[src/rtl/whack_light_sequencer.sv]
// Whack-a-mole light sequencer: LFSR-picked single light per flick, gap/on timing, hit/miss/flick tallies.
// Optional WHACK_SPEEDUP_EN: on-time shrinks by 1/8 per successful hit (floored at 16 cycles).
module whack_light_sequencer #(
   parameter int N_LIGHTS = 9,
   parameter int CNT_W    = 28,
   parameter int FLICK_W  = 6,
   localparam int POS_W   = $clog2(N_LIGHTS)
) (
   input  logic                clk,
   input  logic                reset,
   input  logic                start,
   input  logic                load_seed,
   input  logic [15:0]         seed,
   input  logic [CNT_W-1:0]    time_on,
   input  logic [CNT_W-1:0]    time_between,
   input  logic [FLICK_W-1:0]  round_len,
   input  logic [N_LIGHTS-1:0] hits,
   output logic [N_LIGHTS-1:0] lights,
   output logic [POS_W-1:0]    light_pos,
   output logic                light_valid,
   output logic [FLICK_W-1:0]  flick_count,
   output logic [FLICK_W-1:0]  hit_count,
   output logic [FLICK_W-1:0]  miss_count,
   output logic                done
);

   localparam logic [2:0] IDLE      = 3'd0;
   localparam logic [2:0] WAIT_BTWN = 3'd1;
   localparam logic [2:0] PICK      = 3'd2;
   localparam logic [2:0] WAIT_ON   = 3'd3;
   localparam logic [2:0] END_CHECK = 3'd4;
   localparam logic [2:0] DONE      = 3'd5;

   logic [2:0]         state_q, state_d;
   logic [CNT_W-1:0]   cnt_q, cnt_d;
   logic [15:0]        lfsr_q, lfsr_d;
   logic [POS_W-1:0]   light_pos_q, light_pos_d;
   logic               light_valid_q, light_valid_d;
   logic [FLICK_W-1:0] flick_count_q, flick_count_d;
   logic [FLICK_W-1:0] hit_count_q, hit_count_d;
   logic [FLICK_W-1:0] miss_count_q, miss_count_d;
`ifdef WHACK_SPEEDUP_EN
   logic [CNT_W-1:0]   on_time_q, on_time_d;
   logic [CNT_W-1:0]   on_time_shrunk;
`endif

   logic [N_LIGHTS-1:0] pos_mask;
   logic [POS_W-1:0]    cand;
   logic [POS_W-1:0]    pick_pos;
   logic                hit_ok;
   logic                wrong_press;
   logic                timeout;
   logic                clr_counts;
   logic                flick_inc;
   logic                hit_inc;

   function automatic logic [FLICK_W-1:0] sat_add(input logic [FLICK_W-1:0] v, input logic [1:0] n);
      logic [FLICK_W:0] s;
      s = {1'b0, v} + (FLICK_W+1)'(n);
      return s[FLICK_W] ? '1 : s[FLICK_W-1:0];
   endfunction

   always_comb begin
      pos_mask = '0;
      pos_mask[light_pos_q] = 1'b1;
      cand = POS_W'(lfsr_q % N_LIGHTS);
      pick_pos = cand;
      if (cand == light_pos_q && flick_count_q != '0)
         pick_pos = (cand == POS_W'(N_LIGHTS-1)) ? '0 : cand + 1'b1;
   end

   always_comb begin
      lfsr_d = load_seed ? ((seed == '0) ? 16'h0001 : seed)
                         : {lfsr_q[14:0], lfsr_q[15] ^ lfsr_q[13] ^ lfsr_q[12] ^ lfsr_q[10]};

      state_d       = state_q;
      cnt_d         = cnt_q;
      light_pos_d   = light_pos_q;
      light_valid_d = light_valid_q;
      clr_counts    = 1'b0;
      flick_inc     = 1'b0;
      hit_inc       = 1'b0;
      timeout       = 1'b0;
      hit_ok        = (state_q == WAIT_ON) && hits[light_pos_q];
      // Only the lit position is exempt, and only while it is actually lit.
      wrong_press   = (state_q == WAIT_BTWN || state_q == PICK || state_q == WAIT_ON || state_q == END_CHECK)
                      && |(hits & ~((state_q == WAIT_ON) ? pos_mask : '0));
`ifdef WHACK_SPEEDUP_EN
      on_time_d      = on_time_q;
      on_time_shrunk = on_time_q - (on_time_q >> 3);
`endif

      case (state_q)
         IDLE: begin
            if (start) begin
               state_d    = WAIT_BTWN;
               cnt_d      = time_between;
               clr_counts = 1'b1;
`ifdef WHACK_SPEEDUP_EN
               on_time_d  = time_on;
`endif
            end
         end
         WAIT_BTWN: begin
            if (start) begin
               if (cnt_q == '0) state_d = PICK;
               else             cnt_d   = cnt_q - 1'b1;
            end
         end
         PICK: begin
            light_pos_d   = pick_pos;
            light_valid_d = 1'b1;
            flick_inc     = 1'b1;
`ifdef WHACK_SPEEDUP_EN
            cnt_d         = on_time_q;
`else
            cnt_d         = time_on;
`endif
            state_d       = WAIT_ON;
         end
         WAIT_ON: begin
            // A hit wins over a same-cycle timeout.
            if (hit_ok) begin
               hit_inc       = 1'b1;
               light_valid_d = 1'b0;
               state_d       = END_CHECK;
`ifdef WHACK_SPEEDUP_EN
               if (on_time_shrunk < CNT_W'(16))
                  on_time_d = (on_time_q < CNT_W'(16)) ? on_time_q : CNT_W'(16);
               else
                  on_time_d = on_time_shrunk;
`endif
            end else if (start) begin
               if (cnt_q == '0) begin
                  timeout       = 1'b1;
                  light_valid_d = 1'b0;
                  state_d       = END_CHECK;
               end else begin
                  cnt_d = cnt_q - 1'b1;
               end
            end
         end
         END_CHECK: begin
            if (round_len != '0 && flick_count_q >= round_len) begin
               state_d = DONE;
            end else begin
               cnt_d   = time_between;
               state_d = WAIT_BTWN;
            end
         end
         DONE: begin
            if (!start) state_d = IDLE;
         end
         default: state_d = IDLE;
      endcase

      if (clr_counts) begin
         flick_count_d = '0;
         hit_count_d   = '0;
         miss_count_d  = '0;
      end else begin
         flick_count_d = sat_add(flick_count_q, {1'b0, flick_inc});
         hit_count_d   = sat_add(hit_count_q, {1'b0, hit_inc});
         miss_count_d  = sat_add(miss_count_q, {1'b0, wrong_press} + {1'b0, timeout});
      end
   end

   always_ff @(posedge clk) begin
      if (reset) begin
         state_q       <= IDLE;
         cnt_q         <= '0;
         lfsr_q        <= 16'hACE1;
         light_pos_q   <= '0;
         light_valid_q <= 1'b0;
         flick_count_q <= '0;
         hit_count_q   <= '0;
         miss_count_q  <= '0;
`ifdef WHACK_SPEEDUP_EN
         on_time_q     <= '0;
`endif
      end else begin
         state_q       <= state_d;
         cnt_q         <= cnt_d;
         lfsr_q        <= lfsr_d;
         light_pos_q   <= light_pos_d;
         light_valid_q <= light_valid_d;
         flick_count_q <= flick_count_d;
         hit_count_q   <= hit_count_d;
         miss_count_q  <= miss_count_d;
`ifdef WHACK_SPEEDUP_EN
         on_time_q     <= on_time_d;
`endif
      end
   end

   assign lights      = light_valid_q ? pos_mask : '0;
   assign light_pos   = light_pos_q;
   assign light_valid = light_valid_q;
   assign flick_count = flick_count_q;
   assign hit_count   = hit_count_q;
   assign miss_count  = miss_count_q;
   assign done        = (state_q == DONE);

endmodule

[config.mk]
export PLATFORM = sky130hd
export DESIGN_NAME = whack_light_sequencer
export DESIGN_NICKNAME = d
export VERILOG_FILES = /design/src/rtl/whack_light_sequencer.sv
export SDC_FILE = /design/constraint.sdc
export NUM_CORES = 1
export LEC_CHECK = 0
export BUFFER_PORTS_ARGS = -buffer_cell sky130_fd_sc_hd__clkbuf_2
export CAP_MARGIN = 20
export CELL_PAD_IN_SITES_DETAIL_PLACEMENT = 1
export CELL_PAD_IN_SITES_GLOBAL_PLACEMENT = 1
export CORE_MARGIN = 3
export CORE_UTILIZATION = 40
export CTS_BUF_LIST = sky130_fd_sc_hd__clkbuf_8
export CTS_CLUSTER_SIZE = 10
export DETAILED_ROUTE_END_ITERATION = 8
export GPL_TIMING_DRIVEN = 0
export PLACE_DENSITY = 0.88
export SYNTH_ARGS = -nofsm -noshare
export SYNTH_HDL_FRONTEND = slang
export SYNTH_SLANG_ARGS = --single-unit
[constraint.sdc]
create_clock -name clk -period 16.85 [get_ports clk]
set_input_delay 0.8425 -clock clk [delete_from_list [all_inputs] [get_ports clk]]
set_output_delay 0.8425 -clock clk [all_outputs]
set_load 0.01 [all_outputs]
==> impl_metrics.json, run 1 <==
{
  "clock_path_buffers": 2,
  "async_flop_share_pct": 0,
  "rr_endpoint": "light_pos[1]",
  "fin_crit_sh_pct": 85.86,
  "required_ns": 17.15,
  "drt-wirelength-per-cell_microns": 20.45,
  "ctsHoldBuffers": 0,
  "drive_gt1_share_pct": 16.30,
  "rr_worst_depth": 45,
  "status": "complete, no violations",
  "insertion_delay_ns": 0.38,
  "worstMarginPinSlew_ns": 1.014,
  "critPathLaunch": "lfsr_q[13]",
  "synth_top_area_share_pct": 15.73,
  "clock_skew_ns": 0.008811,
  "port_buffers": 121,
  "synth_edf_count": 0,
  "nFillCells": 2855,
  "crit_end": "light_pos[1]",
  "syn2layout_area_growth_pct": 13.33,
  "drc": 0,
  "synth_cells": 1236,
  "antenna_found_initial": 0,
  "synth.largest_area_cell": "dfxtp_1",
  "crit_fanout": 10,
  "crit_arrival_ns": 14.77,
  "post_cts_buffers": 0,
  "grtUsageTotal_pct": 27.02,
  "rsz0062_at_grt": "false",
  "die_w_microns": 155.2,
  "syn_avg_cell_area_sq_um": 7.209,
  "grt_max_degree": 15,
  "drv_cap": 0,
  "synth_common_cells": "147 x nor2_1, 100 x nand2_1, 86 x a21oi_1",
  "dp_hpwl_microns": 26700,
  "pre_cts_ws_ns": 2.669,
  "hold_viol": 0,
  "clock.fmax_ghz": 0.06912,
  "routed_via_density": 6.430,
  "worst_path_largest_cell_delay_ns": 0.74,
  "slew_viol_final": 0,
  "grt_pass1_wl_microns": 54420,
  "clkTransAtPathRegs_ns": 0.09,
  "setup_tns_ns": 0,
  "vdd_drop_max_v": 0.00006859,
  "worstSetupStartpointType": "register",
  "crit_type": "register to register",
  "reg2reg_from": "lfsr_q[13]",
  "cp_common_cell": "ha_1",
  "n_antenna_cell": 0,
  "gp_congestion": 0.9672,
  "hold_class": "register to register",
  "die-area_sq_mm": 0.02410,
  "coreArea_sq_mm": 0.02142,
  "endpoint_kind": "register",
  "multi_input_area_sq_mm": 0.007131,
  "r2r_setup_slack_ns": 2.38,
  "drt_first_pass_iters": 5,
  "finalSetupViolCount": 0,
  "ys_ff_latch": 70,
  "postRouteAntennaNets": 0,
  "cts_root_buffer": "clkbuf_8",
  "crit_path_top_delay_cell": "o22ai_1",
  "netlist_area_sq_mm": 0.008910,
  "fin_crit_ns": 14.47,
  "setup_ws_ns": 2.382,
  "drtIter0Drc": 765,
  "post-synth-top-count-cell": "nor2_1",
  "grt_pass1_vias": 10700,
  "htree_num_levels": 3,
  "ys_types": 119,
  "p_leak_nw": 3.852,
  "layout.nets": 1478,
  "synth_fp_nets": 1345,
  "fp.dieH_microns": 155.2,
  "io_pins": 124,
  "num_vias": 10600,
  "rows": 53,
  "seqCellArea_sq_mm": 0.001401,
  "grt_overflow_total": 0,
  "synth_ff_type": "dfxtp_1",
  "pwr_density_cell_mw_per_mm2": 168.6,
  "start_util_pct": 41.60,
  "detail_route.wirelength_microns": 33720,
  "synth_top_cells_by_area": "dfxtp_1 16%, nor2_1 6.2%, a21oi_1 4.8%",
  "max-slew-margin-rel_pct": 32.06,
  "final_util_pct": 47.14,
  "post_cts_resized": 0,
  "cts_tree": "yes",
  "seq_area_frac_synth_pct": 15.73,
  "cts_sinks": 70,
  "yosysWarnings": 0,
  "numCtsBuffers": 9
}
[cell type report]
cell class              instances  area share (%)
well taps                     275           3.408
multi-input cells            1069           70.62
clock inverters                 7           1.041
flip-flops and latches         70           13.88
inverters                      28           1.041
clock buffers                   9           1.227
repair buffers                122           6.035
plain buffers                  69           2.751
[placed cells by master (no fill, tap or decap), types with 11 or more instances in the layout]
cell type	instances
or3_1	20
a21oi_1	86
o21ai_0	67
and3_1	21
nor2b_1	15
a211oi_1	12
a222oi_1	12
nand2_1	100
ha_1	17
nand2b_1	29
o211ai_1	24
a22oi_1	15
inv_1	26
nor4_1	18
a31oi_1	20
dfxtp_1	70
o21ai_1	13
o21a_1	11
clkbuf_2	121
xor2_1	13
nor3_1	55
and2_1	15
mux2i_1	26
clkbuf_1	57
nand3_1	38
nor2_1	147
nand4_1	14
xnor2_1	34
[sequential cells by signal, summed over array words and instances, names as in the netlist]
register,cells
cnt_q,28
lfsr_q,16
flick_count,6
hit_count,6
miss_count,6
light_pos,4
state_q,3
light_valid,1
[how the worst min path moves through the flow]
stage                     cells past startpoint      start        end
final                                         2   cnt_q[8]   cnt_q[8]
after floorplan                               2   cnt_q[8]   cnt_q[8]
after global placement                        2  cnt_q[13]  cnt_q[13]
after global routing                          2   cnt_q[8]   cnt_q[8]
after CTS                                     2   cnt_q[8]   cnt_q[8]
after detailed placement                      2   cnt_q[8]   cnt_q[8]
[where the power goes]
group	leakage (nW)	switching, W	internal (W)	total (W)
logic	3.17	0.000856	0.000454	0.00131
registers	0.575	0.0000299	0.000196	0.000226
clock network	0.112	0.0000809	0.0000857	0.000167
[metal layers]
metal | GRT usage (%) | share of wire [%]
met5 | 0 | 0
met1 | 34.54 | 43
met4 | 8.212 | 2.2
met3 | 3.449 | 6.4
met2 | 47.44 | 49
[stage by stage]
step,cells,power (W),hold slack [ns],area [sq um]
2_1_floorplan,1236,0.001189,0.4440,8910
3_3_place_gp,1632,0.001463,0.4587,9859
3_5_place_dp,1633,0.001503,0.4642,9868
4_1_cts,1649,0.001677,0.4761,10100
5_1_grt,1649,0.001840,0.5007,10100
6_report,1649,0.001702,0.4745,10100
[logic make-up after synthesis]
kind of cell	share of synthesized area (%)
xor+xnor	5.168
flops	15.73
mux	4.718
fa+ha+maj	3.286
compound gates	35.18
simple gates	31.62
buf+inv	4.297
[critical path, delay by kind of cell, from the launching register on]
family                   cells  cell delay (ns)
AO/OA/AOI/OAI               16             6.26
multiplexers                 2             0.95
buffers and inverters        4             0.68
XOR/XNOR                     2             0.48
AND/OR/NAND/NOR             18             4.68
adder cells (fa/ha/maj)      3             0.94
flip-flops                   1             0.36
Note: power is estimated with default switching activity, not from simulation.
==> run 2: changes to the inputs <==
--- a/config.mk
+++ b/config.mk
@@ -5,6 +5,7 @@
 export SDC_FILE = /design/constraint.sdc
 export NUM_CORES = 1
 export LEC_CHECK = 0
+export ABC_AREA = 1
 export BUFFER_PORTS_ARGS = -buffer_cell sky130_fd_sc_hd__clkbuf_2
 export CAP_MARGIN = 20
 export CELL_PAD_IN_SITES_DETAIL_PLACEMENT = 1
@@ -15,7 +16,7 @@
 export CTS_CLUSTER_SIZE = 10
 export DETAILED_ROUTE_END_ITERATION = 8
 export GPL_TIMING_DRIVEN = 0
-export PLACE_DENSITY = 0.88
+export PLACE_DENSITY = 0.91
 export SYNTH_ARGS = -nofsm -noshare
 export SYNTH_HDL_FRONTEND = slang
 export SYNTH_SLANG_ARGS = --single-unit
==> impl_metrics.json, run 2 <==
{
  "detail_route.wirelength_microns": 31000,
  "reg2reg_from": "lfsr_q[13]",
  "ys_ff_latch": 70,
  "hold_start": "light_valid",
  "die_w_microns": 158.0,
  "power_w": 0.002129,
  "dp_hpwl_microns": 25590,
  "die-area_sq_mm": 0.02495,
  "slew_viol_final": 0,
  "rr_worst_depth": 83,
  "synth_ff_type": "dfxtp_1",
  "drt-wirelength-per-cell_microns": 16.06,
  "critPathBufInv": 9,
  "gp_congestion": 0.9056,
  "yosysWarnings": 0,
  "final_cell_mix": "366 x nand2_1, 183 x inv_1, 132 x nor2_1",
  "post_cts_buffers": 0,
  "crit_path_top_delay_cell": "dfxtp_1",
  "routed_via_density": 5.538,
  "clock.fmax_ghz": 0.08908,
  "nFillCells": 3150,
  "worstSetupStartpointType": "register",
  "drt_first_pass_iters": 5,
  "ctsHoldBuffers": 0,
  "top_register": "cnt_q",
  "seq_area_frac_synth_pct": 15.17,
  "finalSetupViolCount": 0,
  "insertion_delay_ns": 0.36,
  "synth_fp_nets": 1620,
  "cp_common_cell": "nand2_1",
  "fin_crit_sh_pct": 66.63,
  "cts_root_buffer": "clkbuf_8",
  "numCtsBuffers": 9,
  "postRouteAntennaNets": 0,
  "coreArea_sq_mm": 0.02223,
  "num_vias": 10690,
  "swShare_pct": 61.44,
  "ys_types": 65,
  "syn_avg_cell_area_sq_um": 6.113,
  "switchingPower_w": 0.001308,
  "rows": 54,
  "clock_path_buffers": 2,
  "synth_top_area_share_pct": 15.17,
  "crit_family": "simple AND/OR/NAND/NOR gates",
  "grtUsageTotal_pct": 25.16,
  "syn2layout_area_growth_pct": 12.63,
  "max-slew-margin-rel_pct": 49.50,
  "largestRegisters": "cnt_q (28), lfsr_q (16)",
  "drtIter0Drc": 504,
  "post_cts_resized": 0,
  "finalInstanceArea_sq_mm": 0.01040,
  "clock_skew_ns": 0.01142,
  "fp.dieH_microns": 158.0,
  "pre_cts_ws_ns": 5.630,
  "layout.nets": 1754,
  "n_antenna_cell": 0,
  "synth_cells": 1511,
  "clkPwrFrac_pct": 6.8,
  "min_to": "light_valid",
  "netlist_area_sq_mm": 0.009236,
  "seqPwrFrac_pct": 12.1,
  "worstMarginPinSlew_ns": 0.7575,
  "setup_tns_ns": 0,
  "hold_viol": 0,
  "crit_fanout": 10,
  "hold_depth": 2,
  "final_common_cell": "nand2_1",
  "clkTransAtPathRegs_ns": 0.08,
  "drv_cap": 0,
  "port_buffers": 123,
  "internal_power_w": 0.0008208,
  "async_flop_share_pct": 0,
  "fin_crit_ns": 11.23,
  "rsz0062_at_grt": "false",
  "final_util_pct": 46.80,
  "htree_num_levels": 3,
  "io_pins": 124,
  "required_ns": 17.14,
  "drc": 0,
  "vdd_drop_max_v": 0.00009345,
  "pwr_density_cell_mw_per_mm2": 204.6,
  "p_leak_nw": 5.104,
  "r2r_setup_slack_ns": 5.62,
  "post-synth-top-count-cell": "nand2_1",
  "crit_arrival_ns": 11.52,
  "status": "complete, no violations",
  "synth_top_cells_by_area": "dfxtp_1 15%, nand2_1 15%, inv_1 7.4%",
  "grt_max_degree": 13,
  "setup_ws_ns": 5.624,
  "grt_pass1_vias": 11180,
  "rr_endpoint": "light_pos[3]",
  "synth_edf_count": 0,
  "grt_overflow_total": 0,
  "largest_reg_flops": 28,
  "worst_path_largest_cell_delay_ns": 0.36,
  "start_util_pct": 41.55,
  "hold_class": "register to register",
  "grt_pass1_wl_microns": 52600,
  "synth.largest_area_cell": "dfxtp_1",
  "power_frac_comb_pct": 81.1,
  "cts_tree": "yes",
  "drive_gt1_share_pct": 22.48,
  "antenna_found_initial": 0,
  "crit_type": "register to register",
  "cts_sinks": 70,
  "endpoint_kind": "register",
  "synth_common_cells": "366 x nand2_1, 182 x inv_1, 132 x nor2_1",
  "place_area_sq_mm": 0.01020
}
[run 2: cell count changes in the layout (fill, tap and decap cells not counted), sizes merged, moves of 38 or more]
cell   delta
a21oi    -38
inv     +176
nand2   +344
nand3   +129
nand4    +49
nor3     -42
[run 2: routing by layer]
metal	global-route usage (%)	share of wire, %	up-vias
met5	0	0	-
met4	6.391	1.8	0
met3	3.581	4.4	47
met2	45.65	50	221
met1	31.25	44	5137
li1	-	-	5284
[run 2: worst max-delay path by stage]
stage                from            to  slack [ns]  cells after the start
5_1_grt        lfsr_q[13]  light_pos[1]        4.47                     83
4_1_cts        lfsr_q[13]  light_pos[3]        5.56                     83
3_3_place_gp   lfsr_q[13]  light_pos[3]        6.14                     83
6_report       lfsr_q[13]  light_pos[3]        5.62                     83
2_1_floorplan  lfsr_q[13]  light_pos[2]        7.55                     81
3_5_place_dp   lfsr_q[13]  light_pos[0]        5.63                     81
[run 2: power groups by stage]
| stage | combinational (W) | clock (W) | sequential (W) |
|---|---|---|---|
| finish | 0.00173 | 0.000146 | 0.000257 |
| global route | 0.00194 | 0.000155 | 0.000264 |
| CTS | 0.00172 | 0.000147 | 0.000256 |
| detailed placement | 0.00171 | 0 | 0.000259 |
| global placement | 0.00163 | 0 | 0.000256 |
| floorplan | 0.00133 | 0 | 0.000248 |
[run 2: cells by family after synthesis]
| group | share of synthesized area (%) |
|---|---|
| AOI/OAI and AO/OA | 14.77 |
| xor gates and xnor gates | 3.861 |
| adders and majority gates | 2.520 |
| buffers and inverters | 11.95 |
| DFF | 15.17 |
| and+or+nand+nor | 51.73 |
[run 2: layout make-up]
cell class                 instances  area (sq um)  share of cell area (%)
clock inverter                     6         62.56                  0.6014
tap                              280         350.3                   3.368
multi-input combinational       1188          6731                   64.71
buffer                            37         274.0                   2.634
clock buffer                      10         137.6                   1.323
timing repair buffer             123         615.6                   5.918
sequential                        70          1401                   13.47
inverter                         216         829.5                   7.974
[run 2: worst reg2reg max path, delay by kind of cell, from the launching register on]
kind | cells | cell delay (ns)
xor+xnor | 2 | 0.37
simple gates | 66 | 8.05
compound gates | 3 | 0.69
buf+inv | 9 | 1.07
flops | 1 | 0.36
fa+ha+maj | 3 | 0.65
[run 2: through the flow]
| stage | hold WS (ns) | instances |
|---|---|---|
| finish | 0.5024 | 1930 |
| global route | 0.5225 | 1930 |
| CTS | 0.5028 | 1930 |
| detailed placement | 0.4925 | 1914 |
| global placement | 0.4744 | 1914 |
| floorplan | 0.4576 | 1511 |
